==> src/rtl/config_tx.sv <==
// Host-side configuration transmitter: sends a 3-word frame on config_req/config_data and
// confirms it by watching the synchronised cpol/cpha/spi_width readback, retrying on timeout.
module config_tx #(
   parameter int unsigned DIV       = 4,
   parameter int unsigned TIMEOUT   = 64,
   parameter int unsigned MAX_RETRY = 2,
   parameter logic [5:0]  SYNC      = 6'h2A
) (
   input  logic       clk,
   input  logic       rst_n,
   input  logic       cfg_valid,
   output logic       cfg_ready,
   input  logic       cfg_cpol,
   input  logic       cfg_cpha,
   input  logic [3:0] cfg_spi_width,
   output logic       config_req,
   output logic [5:0] config_data,
   input  logic       cpol_in,
   input  logic       cpha_in,
   input  logic [3:0] spi_width_in,
   output logic       busy,
   output logic       done,
   output logic       err
);

   localparam int unsigned DivW   = (DIV > 1) ? $clog2(DIV) : 1;
   localparam int unsigned WaitW  = (TIMEOUT > 1) ? $clog2(TIMEOUT) : 1;
   localparam int unsigned RetryW = (MAX_RETRY > 0) ? $clog2(MAX_RETRY + 1) : 1;

   localparam logic [DivW-1:0]   DivLast  = DivW'(DIV - 1);
   localparam logic [WaitW-1:0]  WaitLast = WaitW'(TIMEOUT - 1);
   localparam logic [RetryW-1:0] RetryMax = RetryW'(MAX_RETRY);

   typedef enum logic [2:0] {StIdle, StSend, StWait, StGap, StDone, StErr} state_e;

   state_e            state_q;
   logic [5:0]        w1_q;
   logic [5:0]        w2;
   logic [DivW-1:0]   div_q;
   logic [1:0]        word_q;
   logic [WaitW-1:0]  wait_q;
   logic [RetryW-1:0] retry_q;
   logic [5:0]        rb_meta_q;
   logic [5:0]        rb_sync_q;
   logic              rb_match;

   always_comb begin
      w2       = SYNC ^ w1_q;
      rb_match = (rb_sync_q == w1_q);
   end

   assign cfg_ready = (state_q == StIdle);
   assign busy      = (state_q != StIdle);

   always_ff @(posedge clk or negedge rst_n) begin
      if (!rst_n) begin
         state_q     <= StIdle;
         w1_q        <= 6'h00;
         div_q       <= '0;
         word_q      <= 2'd0;
         wait_q      <= '0;
         retry_q     <= '0;
         rb_meta_q   <= 6'h00;
         rb_sync_q   <= 6'h00;
         config_req  <= 1'b0;
         config_data <= 6'h00;
         done        <= 1'b0;
         err         <= 1'b0;
      end else begin
         rb_meta_q <= {cpol_in, cpha_in, spi_width_in};
         rb_sync_q <= rb_meta_q;
         done      <= 1'b0;
         err       <= 1'b0;

         case (state_q)
            StIdle: begin
               if (cfg_valid) begin
                  w1_q        <= {cfg_cpol, cfg_cpha, cfg_spi_width};
                  retry_q     <= '0;
                  div_q       <= '0;
                  word_q      <= 2'd0;
                  config_req  <= 1'b1;
                  config_data <= SYNC;
                  state_q     <= StSend;
               end
            end
            StSend: begin
               if (div_q == DivLast) begin
                  div_q <= '0;
                  if (word_q == 2'd2) begin
                     config_req  <= 1'b0;
                     config_data <= 6'h00;
                     wait_q      <= '0;
                     state_q     <= StWait;
                  end else begin
                     word_q      <= word_q + 2'd1;
                     config_data <= (word_q == 2'd0) ? w1_q : w2;
                  end
               end else begin
                  div_q <= div_q + 1'b1;
               end
            end
            StWait: begin
               // A match on the last allowed cycle still wins over the timeout.
               if (rb_match) begin
                  done    <= 1'b1;
                  state_q <= StDone;
               end else if (wait_q == WaitLast) begin
                  if (retry_q < RetryMax) begin
                     retry_q <= retry_q + 1'b1;
                     state_q <= StGap;
                  end else begin
                     err     <= 1'b1;
                     state_q <= StErr;
                  end
               end else begin
                  wait_q <= wait_q + 1'b1;
               end
            end
            StGap: begin
               div_q       <= '0;
               word_q      <= 2'd0;
               config_req  <= 1'b1;
               config_data <= SYNC;
               state_q     <= StSend;
            end
            StDone:  state_q <= StIdle;
            StErr:   state_q <= StIdle;
            default: state_q <= StIdle;
         endcase
      end
   end

endmodule

==> config.mk <==
export PLATFORM = sky130hd
export DESIGN_NAME = config_tx
export DESIGN_NICKNAME = d
export VERILOG_FILES = /design/src/rtl/config_tx.sv
export SDC_FILE = /design/constraint.sdc
export NUM_CORES = 1
export LEC_CHECK = 0
export CORE_UTILIZATION = 28
export DETAILED_ROUTE_END_ITERATION = 7
export HOLD_SLACK_MARGIN = 0.15
export SLEW_MARGIN = 20
export SYNTH_ARGS = -nofsm -noshare
export SYNTH_HDL_FRONTEND = slang
export SYNTH_SLANG_ARGS = --single-unit
==> constraint.sdc <==
create_clock -name clk -period 2.6 [get_ports clk]
set_input_delay 0.26 -clock clk [delete_from_list [all_inputs] [get_ports clk]]
set_output_delay 0.26 -clock clk [all_outputs]
set_load 0.1 [all_outputs]
## After elaboration in Yosys (flattened, before gate mapping)

Cells that the tools add are included.

- Bits in registers: 42
- Latch bits: 0
- Bits in writable memories: 0
- Bits in read-only memories: 0
- Input port bits: 15
- Output and inout bits: 11
- Word-level logic and storage cells: 85
- Memories kept: 0

- $add $sub $neg: 4
- $mul: 0
- Divide/modulo/power cells: 0
- Order comparisons: 1
- Equal/unequal tests: 16
- Shift operators: 0
- Muxes and demuxes: 37
- Bitwise gates (word level): 1
- Reduce and logical (&&, ||, !) cells: 14

Operator list:

| operator | number |
|---|---|
| $mux 6 | 8 |
| $mux 3 | 6 |
| $pmux 6 s3 | 1 |
| $ne 2x2->1 const B | 8 |
| $mux 2 | 7 |
| $pmux 2 s3 | 2 |
| $pmux 3 s4 | 1 |
| $pmux 6 s2 | 1 |
| $reduce_and 4->1 | 3 |
| $reduce_and 5->1 | 2 |
| $mux 1 | 9 |
| $add 2x1->2 const B | 3 |
| $add 6x1->6 const B | 1 |
| $eq 3x2->1 const B | 2 |
| $eq 6x6->1 | 1 |
| $eq 6x6->1 const B | 1 |
| $reduce_bool 3->1 | 2 |
| $eq 2x2->1 const B | 2 |
| $pmux 2 s2 | 1 |
| $reduce_and 2->1 | 2 |
| $reduce_bool 2->1 | 2 |
| $eq 3x1->1 const B | 1 |
| $logic_not 3->1 | 1 |
| $ne 3x3->1 const B | 1 |
| 5 further kinds | 5 |

## Logic depth before layout (Yosys ltp)

Gate-level depths: netlist of the first run.

- Depth after elaboration: 5
- Depth in mapped cells: 7
- Gate-level depth less buffers: 7

## Least setup slack after synthesis of the first run

OpenSTA, ideal clock, no wires.

- Kind: reg-to-output
- From: register state_q[0]
- To: output port busy
- Data arrival time: 2.756 ns
- Required time: 2.340 ns
- Path slack: -0.416 ns
- Stages on the path, launching flop included: 4
- Buffers on the path: 1
- Path through: dfrtp_1 -> buf_2 -> nor3_2 -> inv_1

- Cells in the longest elaborated chain, start to end: 1

Ends and longest elaborated chain:

| element | RTL line | source |
|---|---|---|
| from (decl) | 36 | `state_e state_q;` |
| from (signal assigned) | 57 | `state_q <= StIdle;` |
| from (signal assigned) | 84 | `state_q <= StSend;` |
| from (signal assigned) | 94 | `state_q <= StWait;` |
| $reduce_bool 3->1 | 53 | `assign busy = (state_q != StIdle);` |
| to (decl) | 21 | `output logic busy,` |

No other way between the ends.

## Worst setup path in the final report of the first run

- From: register word_q[0]
- To: register wait_q[5]

- Cells in the longest elaborated chain, start to end: 3

Ends and longest elaborated chain:

| element | RTL line | source |
|---|---|---|
| from (decl) | 40 | `logic [1:0] word_q;` |
| from (signal assigned) | 96 | `word_q <= word_q + 2'd1;` |
| $eq 2x2->1 | 90 | `if (word_q == 2'd2) begin` |
| $ne 2x2->1 (no source line) | -- |  |
| $reduce_and 5->1 (no source line) | -- |  |
| to (signal assigned) | 117 | `wait_q <= wait_q + 1'b1;` |
| to (decl) | 41 | `logic [WaitW-1:0] wait_q;` |

No other way between the ends.
A chain may end at the register's enable or synchronous reset.

==> flow_summary.ini, run 1 <==
[power]
power_switching_mw = 1.14
power.share.combinational_pct = 44.8
power_frac_seq_pct = 35.7
power.switching_fraction_pct = 43.2
power.total_mw = 2.63
powerDensity_mw_per_mm2 = 1150
power_frac_clock_pct = 19.5
peakVddDrop_v = 0.000509
leakagePower_nw = 1.01
intPower_mw = 1.50

[placed_design]
portBuffers = 25
detailedPlace.worstSlack_ns = 0.618
detailed_place_hpwl_um = 2410
routabilityCongestion = 0.739

[layout]
num_antenna_cells = 0
multi_input_comb_area_sq_um = 776
drive_gt1_share_pct = 19.3
net_count_reported_at_finish = 210
syn_to_final_growth_pct = 22.6
nFillCells = 664
final-seq-area_sq_mm = 0.00105

[floorplan]
floorplan.die.height_um = 83.6
placementRows = 29
floorplan.io_pins = 26
floorplan.die.width_um = 83.6
core_region_area_sq_mm = 0.00639
initial_utilization_pct = 29.2
die-area_sq_mm = 0.00698

[clocking]
cts.htree.levels = 2
clk_path_buf_depth = 2
clock_transition_at_the_registers_of_the_reported_paths_ns = 0.08
clock_sink_count = 42
cts-root-buf = clkbuf_8
cts_resized = 0
tritoncts = done
number_of_cts_inserted_buffers = 5
clk_latency_ns = 0.29

[logic_synthesis]
postSynthCellCount = 161
synth_top_flop_cell = dfrtp_1
syn_area_per_cell_sq_um = 11.6
post_synth_instance_area_sq_mm = 0.00186
post_synth_num_cell_types = 40
syn-num-nets = 180
synth_edf_count = 0
yosysSeqAreaShare_pct = 56.4
synth_async_sr_flop_share_pct = 100
ys.warnings.count = 0
synth.ff_latch_count = 42

[worst_setup_path]
critPathMaxFanout = 10
crit_type = flop to flop
worst-endpoint-required_ns = 2.82
critPathLaunch = word_q[0]$_DFFE_PN0P_
cp_data_arrival_time_ns = 2.07
setup.worst_path.end_class = flop
worstSetupStartpointType = flop
worstReg2RegStart = word_q[0]$_DFFE_PN0P_

[timing]
finalHoldViolCount = 0
tightestPinTransition_ns = 0.938
fin_skew_ns = 0.00391
setup_tns_ns = 0
achievable-frequency_mhz = 541
grt_setup_unrepaired = false
max_slew_margin_pct = 37.5
postLayoutSetupSlackWorst_ns = 0.750
finalCritPeriodShare_pct = 71.1
min_period_ns = 1.85
maxSlewViolCount = 0
setup-violations-final = 0

[drt]
drc = 0
routed_wire_length_per_instance_um = 12.7
drt-vias-per-instance = 4.86
routed_wl_um = 3420
drt_pass1_iterations = 4
detailedRoute.firstIterationViolations = 47
detailroute.via_count = 1308
postRouteAntennaNets = 0

[global_routing]
first_global_vias = 1279
largest_net_degree_at_the_start_of_global_routing = 43
grt_pass1_wl_um = 6060
groute.usage.overall_pct = 11.0
grt_antenna_before_repair = 0
overflow_after_grt = 0

[job]
drv.max_cap_violation_count = 0

[min_path]
worstHoldStart = rb_meta_q[4]$_DFF_PN0_
tightest_hold_check_type = flop to flop

[run_status]
outcome = finished, final reports clean
cell usage after synthesis, types with 2 or more instances:
cell | n | share of area (%)
a21boi_0 | 2 | 0.81
a21oi_1 | 8 | 2.1
a22o_1 | 5 | 2.4
a31o_2 | 2 | 0.94
and3_1 | 4 | 1.3
dfrtp_1 | 42 | 56
ha_1 | 4 | 2.7
inv_1 | 6 | 1.2
mux2_2 | 7 | 4.2
nand2_1 | 14 | 2.8
nand2b_1 | 2 | 0.67
nand3_1 | 9 | 2.4
nand4_1 | 2 | 0.67
nor2_1 | 6 | 1.2
o21ai_0 | 11 | 3.0
or2_2 | 3 | 1.0
or3_1 | 4 | 1.3
xnor2_1 | 6 | 2.8
xor2_1 | 3 | 1.4
critical path: stages (launching register included):
cell	delay, ns
dfrtp_1	0.36
inv_1	0.11
ha_1	0.32
nand4b_4	0.12
a21oi_2	0.22
o211ai_4	0.14
or3_1	0.36
a21oi_1	0.14
cell usage in the layout (no fill, tap or decap), types with 2 or more instances in the layout:
cell,count
dfrtp_1,42
nand2_1,14
clkdlybuf4s50_1,13
o21ai_0,11
buf_4,11
nand3_1,9
a21oi_1,8
mux2_2,7
inv_1,6
xnor2_1,6
nor2_1,6
a22o_1,5
clkbuf_8,5
and3_1,4
or3_1,4
ha_1,4
or2_2,3
xor2_1,3
nand4_1,2
nand2b_1,2
a21boi_0,2
a31o_2,2
repair_timing:
action	CTS	global route
endpoints found under the hold margin	42	0
setup buffers	0	0
hold buffers	1	0
registers in the layout (all words and copies together) (netlist names):
name and cells:
config_data 6, wait_q 6, rb_meta_q 6, err 1, div_q 2, state_q 3, done 1, w1_q 6
retry_q 2, config_req 1, rb_sync_q 6, word_q 2
metrics by stage:
step	area, sq um	utilization (%)	instances	hold WS, ns
after global placement	2160	33.9	260	0.334
after CTS	2280	35.8	269	0.354
after floorplan	1870	-	161	-0.0356
final	2280	35.8	269	0.351
after detailed placement	2160	33.9	260	0.335
after global routing	2280	35.8	269	0.368
power by group through the flow:
stage	registers, mW	logic [mW]	clock network [mW]
after global routing	0.966	1.29	0.560
after CTS	0.943	1.20	0.528
after global placement	0.953	1.18	0
final	0.940	1.18	0.515
after detailed placement	0.955	1.20	0
after floorplan	1.24	0.655	0
logic make-up after synthesis:
family / Yosys count / share of synthesized area [%]
mux: 8 / 4.77
fa+ha+maj: 4 / 2.69
buf+inv: 9 / 2.28
simple gates: 54 / 16.5
xor+xnor: 9 / 4.23
compound gates: 35 / 13.1
flops: 42 / 56.4
routing by layer:
layer	global-route usage, %	up-vias	share of wire, %
met5	0	-	0
met4	4.62	0	1.6
met3	3.07	5	4.5
met2	16.2	26	46
met1	15.3	643	48
li1	-	634	-
final cells by class:
type | count | share of cell area, %
clock buffer | 6 | 3.18
clock inverter | 2 | 1.64
inverter | 6 | 0.986
multi-input combinational | 110 | 34.0
sequential | 42 | 46.0
tap | 77 | 4.22
timing repair buffer | 26 | 9.97
path summary, 6_finish.rpt:
check,end,cells past startpoint,slack (ns)
max,wait_q[5]$_DFFE_PN0P_,7,0.75
min,rb_sync_q[4]$_DFF_PN0_,0,0.35
max reg2reg,wait_q[5]$_DFFE_PN0P_,7,0.75
min reg2reg,rb_sync_q[4]$_DFF_PN0_,0,0.35
max in group asynchronous,wait_q[2]$_DFFE_PN0P_,2,1.37
min in group asynchronous,div_q[1]$_DFFE_PN0P_,2,0.65
(Power assumes the default switching activity.)
==> inputs of run 2 (changes only) <==
==> constraint.sdc (replaced) <==
create_clock -name clk -period 1.7 [get_ports clk]
set_input_delay 0.17 -clock clk [delete_from_list [all_inputs] [get_ports clk]]
set_output_delay 0.17 -clock clk [all_outputs]
set_load 0.1 [all_outputs]
==> run 2 against run 1 <==
Sequential share of layout area decreased by 4.5 points. Clock power increased by 24%. Final cell count increased by 7.1%. Global-route usage increased by 0.20 points. Power increased by 63%. Wire length increased by 2.6%. Non-clock buffer count increased by 19.
==> flow_summary.ini, run 2 (synthesis results as in run 1) <==
[drt]
drt-vias-per-instance = 4.72
detailroute.via_count = 1358
drt_pass1_iterations = 4
routed_wl_um = 3510
detailedRoute.firstIterationViolations = 81
postRouteAntennaNets = 0
routed_wire_length_per_instance_um = 12.2
drc = 0

[clocking]
tritoncts = done
clock_transition_at_the_registers_of_the_reported_paths_ns = 0.08
clock_sink_count = 42
clk_path_buf_depth = 2
number_of_cts_inserted_buffers = 5
cts.htree.levels = 2
clk_latency_ns = 0.30
cts-root-buf = clkbuf_8

[power]
power.share.combinational_pct = 52.1
peakVddDrop_v = 0.000934
power_frac_clock_pct = 14.9
power_switching_mw = 1.84
power_frac_seq_pct = 33.0
powerDensity_mw_per_mm2 = 1700
intPower_mw = 2.46
power.switching_fraction_pct = 42.8
leakagePower_nw = 1.13
power.total_mw = 4.30

[placed_design]
dp_cells = 275
portBuffers = 25
routabilityCongestion = 0.770
detailed_place_hpwl_um = 2490

[worst_setup_path]
worstSetupStartpointType = flop
crit_type = flop to primary output
cpMaxStageDelayCell = dfrtp_2
cp_num_buf_inv = 4
crit_chain = buf_4, nor3_4, buf_4, inv_1, buf_12
setup.worst_path.end_class = primary output
crit_path_max_incr_delay_ns = 0.45
cp_data_arrival_time_ns = 1.46
worst-endpoint-required_ns = 1.53
worst_path_dominant_cell_family = buffers and inverters
critical_path.most_common_cell = buf_4
critPathMaxFanout = 6

[global_routing]
first_global_vias = 1378
gr-usage-met2_pct = 16.8
groute.usage.overall_pct = 11.2
overflow_after_grt = 0
use_met3_pct = 3.36
grt_pass1_wl_um = 6250
gr-max-usage-layer = met2
grt_antenna_before_repair = 0
grt_util_met1_pct = 15.1
largest_net_degree_at_the_start_of_global_routing = 43

[floorplan]
floorplan.die.width_um = 83.6
core_region_area_sq_mm = 0.00639
placementRows = 29
die-area_sq_mm = 0.00698
initial_utilization_pct = 29.2
floorplan.die.height_um = 83.6
floorplan.io_pins = 26

[job]
drv.max_cap_violation_count = 0

[layout]
net_count_reported_at_finish = 229
post-route-util_pct = 39.7
num_antenna_cells = 0
post_layout_nonfiller_instances = 288
drive_gt1_share_pct = 32.2
syn_to_final_growth_pct = 35.9
most-common-layout-cells = dfrtp_1 (41), buf_4 (23), nand2_1 (14)
mostFrequentLayoutCell = dfrtp_1

[timing]
max_slew_margin_pct = 65.3
maxSlewViolCount = 0
finalHoldViolCount = 0
fin_hold_ws_ns = 0.304
tightestPinTransition_ns = 0.520
fin_skew_ns = 0.00589
achievable-frequency_mhz = 614
min_period_ns = 1.63
setup-violations-final = 0
finalCritPeriodShare_pct = 95.8

[run_status]
outcome = finished, final reports clean

[min_path]
tightest_hold_check_type = primary input to flop
-- run 2: power groups by stage --
stage               sequential, mW  combinational, mW  clock, mW
global route                  1.45               2.40      0.703
finish                        1.42               2.24      0.640
floorplan                     1.90               1.01          0
CTS                           1.43               2.16      0.659
detailed placement            1.45               2.16          0
global placement              1.45               2.13          0
-- run 2: timing repair --
item                       4_1_cts  5_1_grt
setup endpoints to repair        1       11
gates cloned                     0        0
hold buffers                     1        0
gates resized for setup          1       15
setup buffers                    0        4
pin swaps                        0        7
hold endpoints to repair        42        0
-- run 2: stage by stage --
stage	setup TNS, ns	setup slack, ns	area [sq um]
after CTS	0	0.00614	2450
after floorplan	-3.48	-0.547	1880
after detailed placement	-0.00910	-0.00910	2360
after global routing	-0.00614	-0.00472	2530
final	0	0.0717	2530
after global placement	0	0.0201	2360
-- run 2: worst paths after layout --
check,slack (ns),startpoint,depth (start not counted),end
setup / recovery,0.07,state_q[0]$_DFFE_PN0P_,5,busy
setup reg to reg,0.09,state_q[1]$_DFFE_PN0P_,4,config_data[3]$_DFFE_PN0P_
min in group asynchronous,0.46,rst_n,3,wait_q[1]$_DFFE_PN0P_
hold / removal,0.30,spi_width_in[2],1,rb_meta_q[2]$_DFF_PN0_
hold reg to reg,0.35,rb_meta_q[0]$_DFF_PN0_,0,rb_sync_q[0]$_DFF_PN0_
max in group asynchronous,0.85,rst_n,3,state_q[0]$_DFFE_PN0P_
-- run 2: area by class of cell --
cell class	count	area (sq um)
Clock buffer	6	72.6
Clock inverter	2	13.8
Fill cell	626	3850
Inverter	6	22.5
Multi-Input combinational cell	110	826
Sequential cell	42	1050
Tap cell	77	96.3
Timing Repair Buffer	45	449
-- run 2: layer usage --
layer  vias to the layer above  wire, um
li1                        669         -
met1                       654      1670
met2                        27      1630
met3                         8       144
met4                         0        57
met5                         -         0
-- run 2: worst reg2reg max path: cells and delay by family, from the launching register on --
family | cells | cell delay [ns]
buffers and inverters | 1 | 0.15
and+or+nand+nor | 1 | 0.42
AOI/OAI and AO/OA | 2 | 0.52
DFF | 1 | 0.41
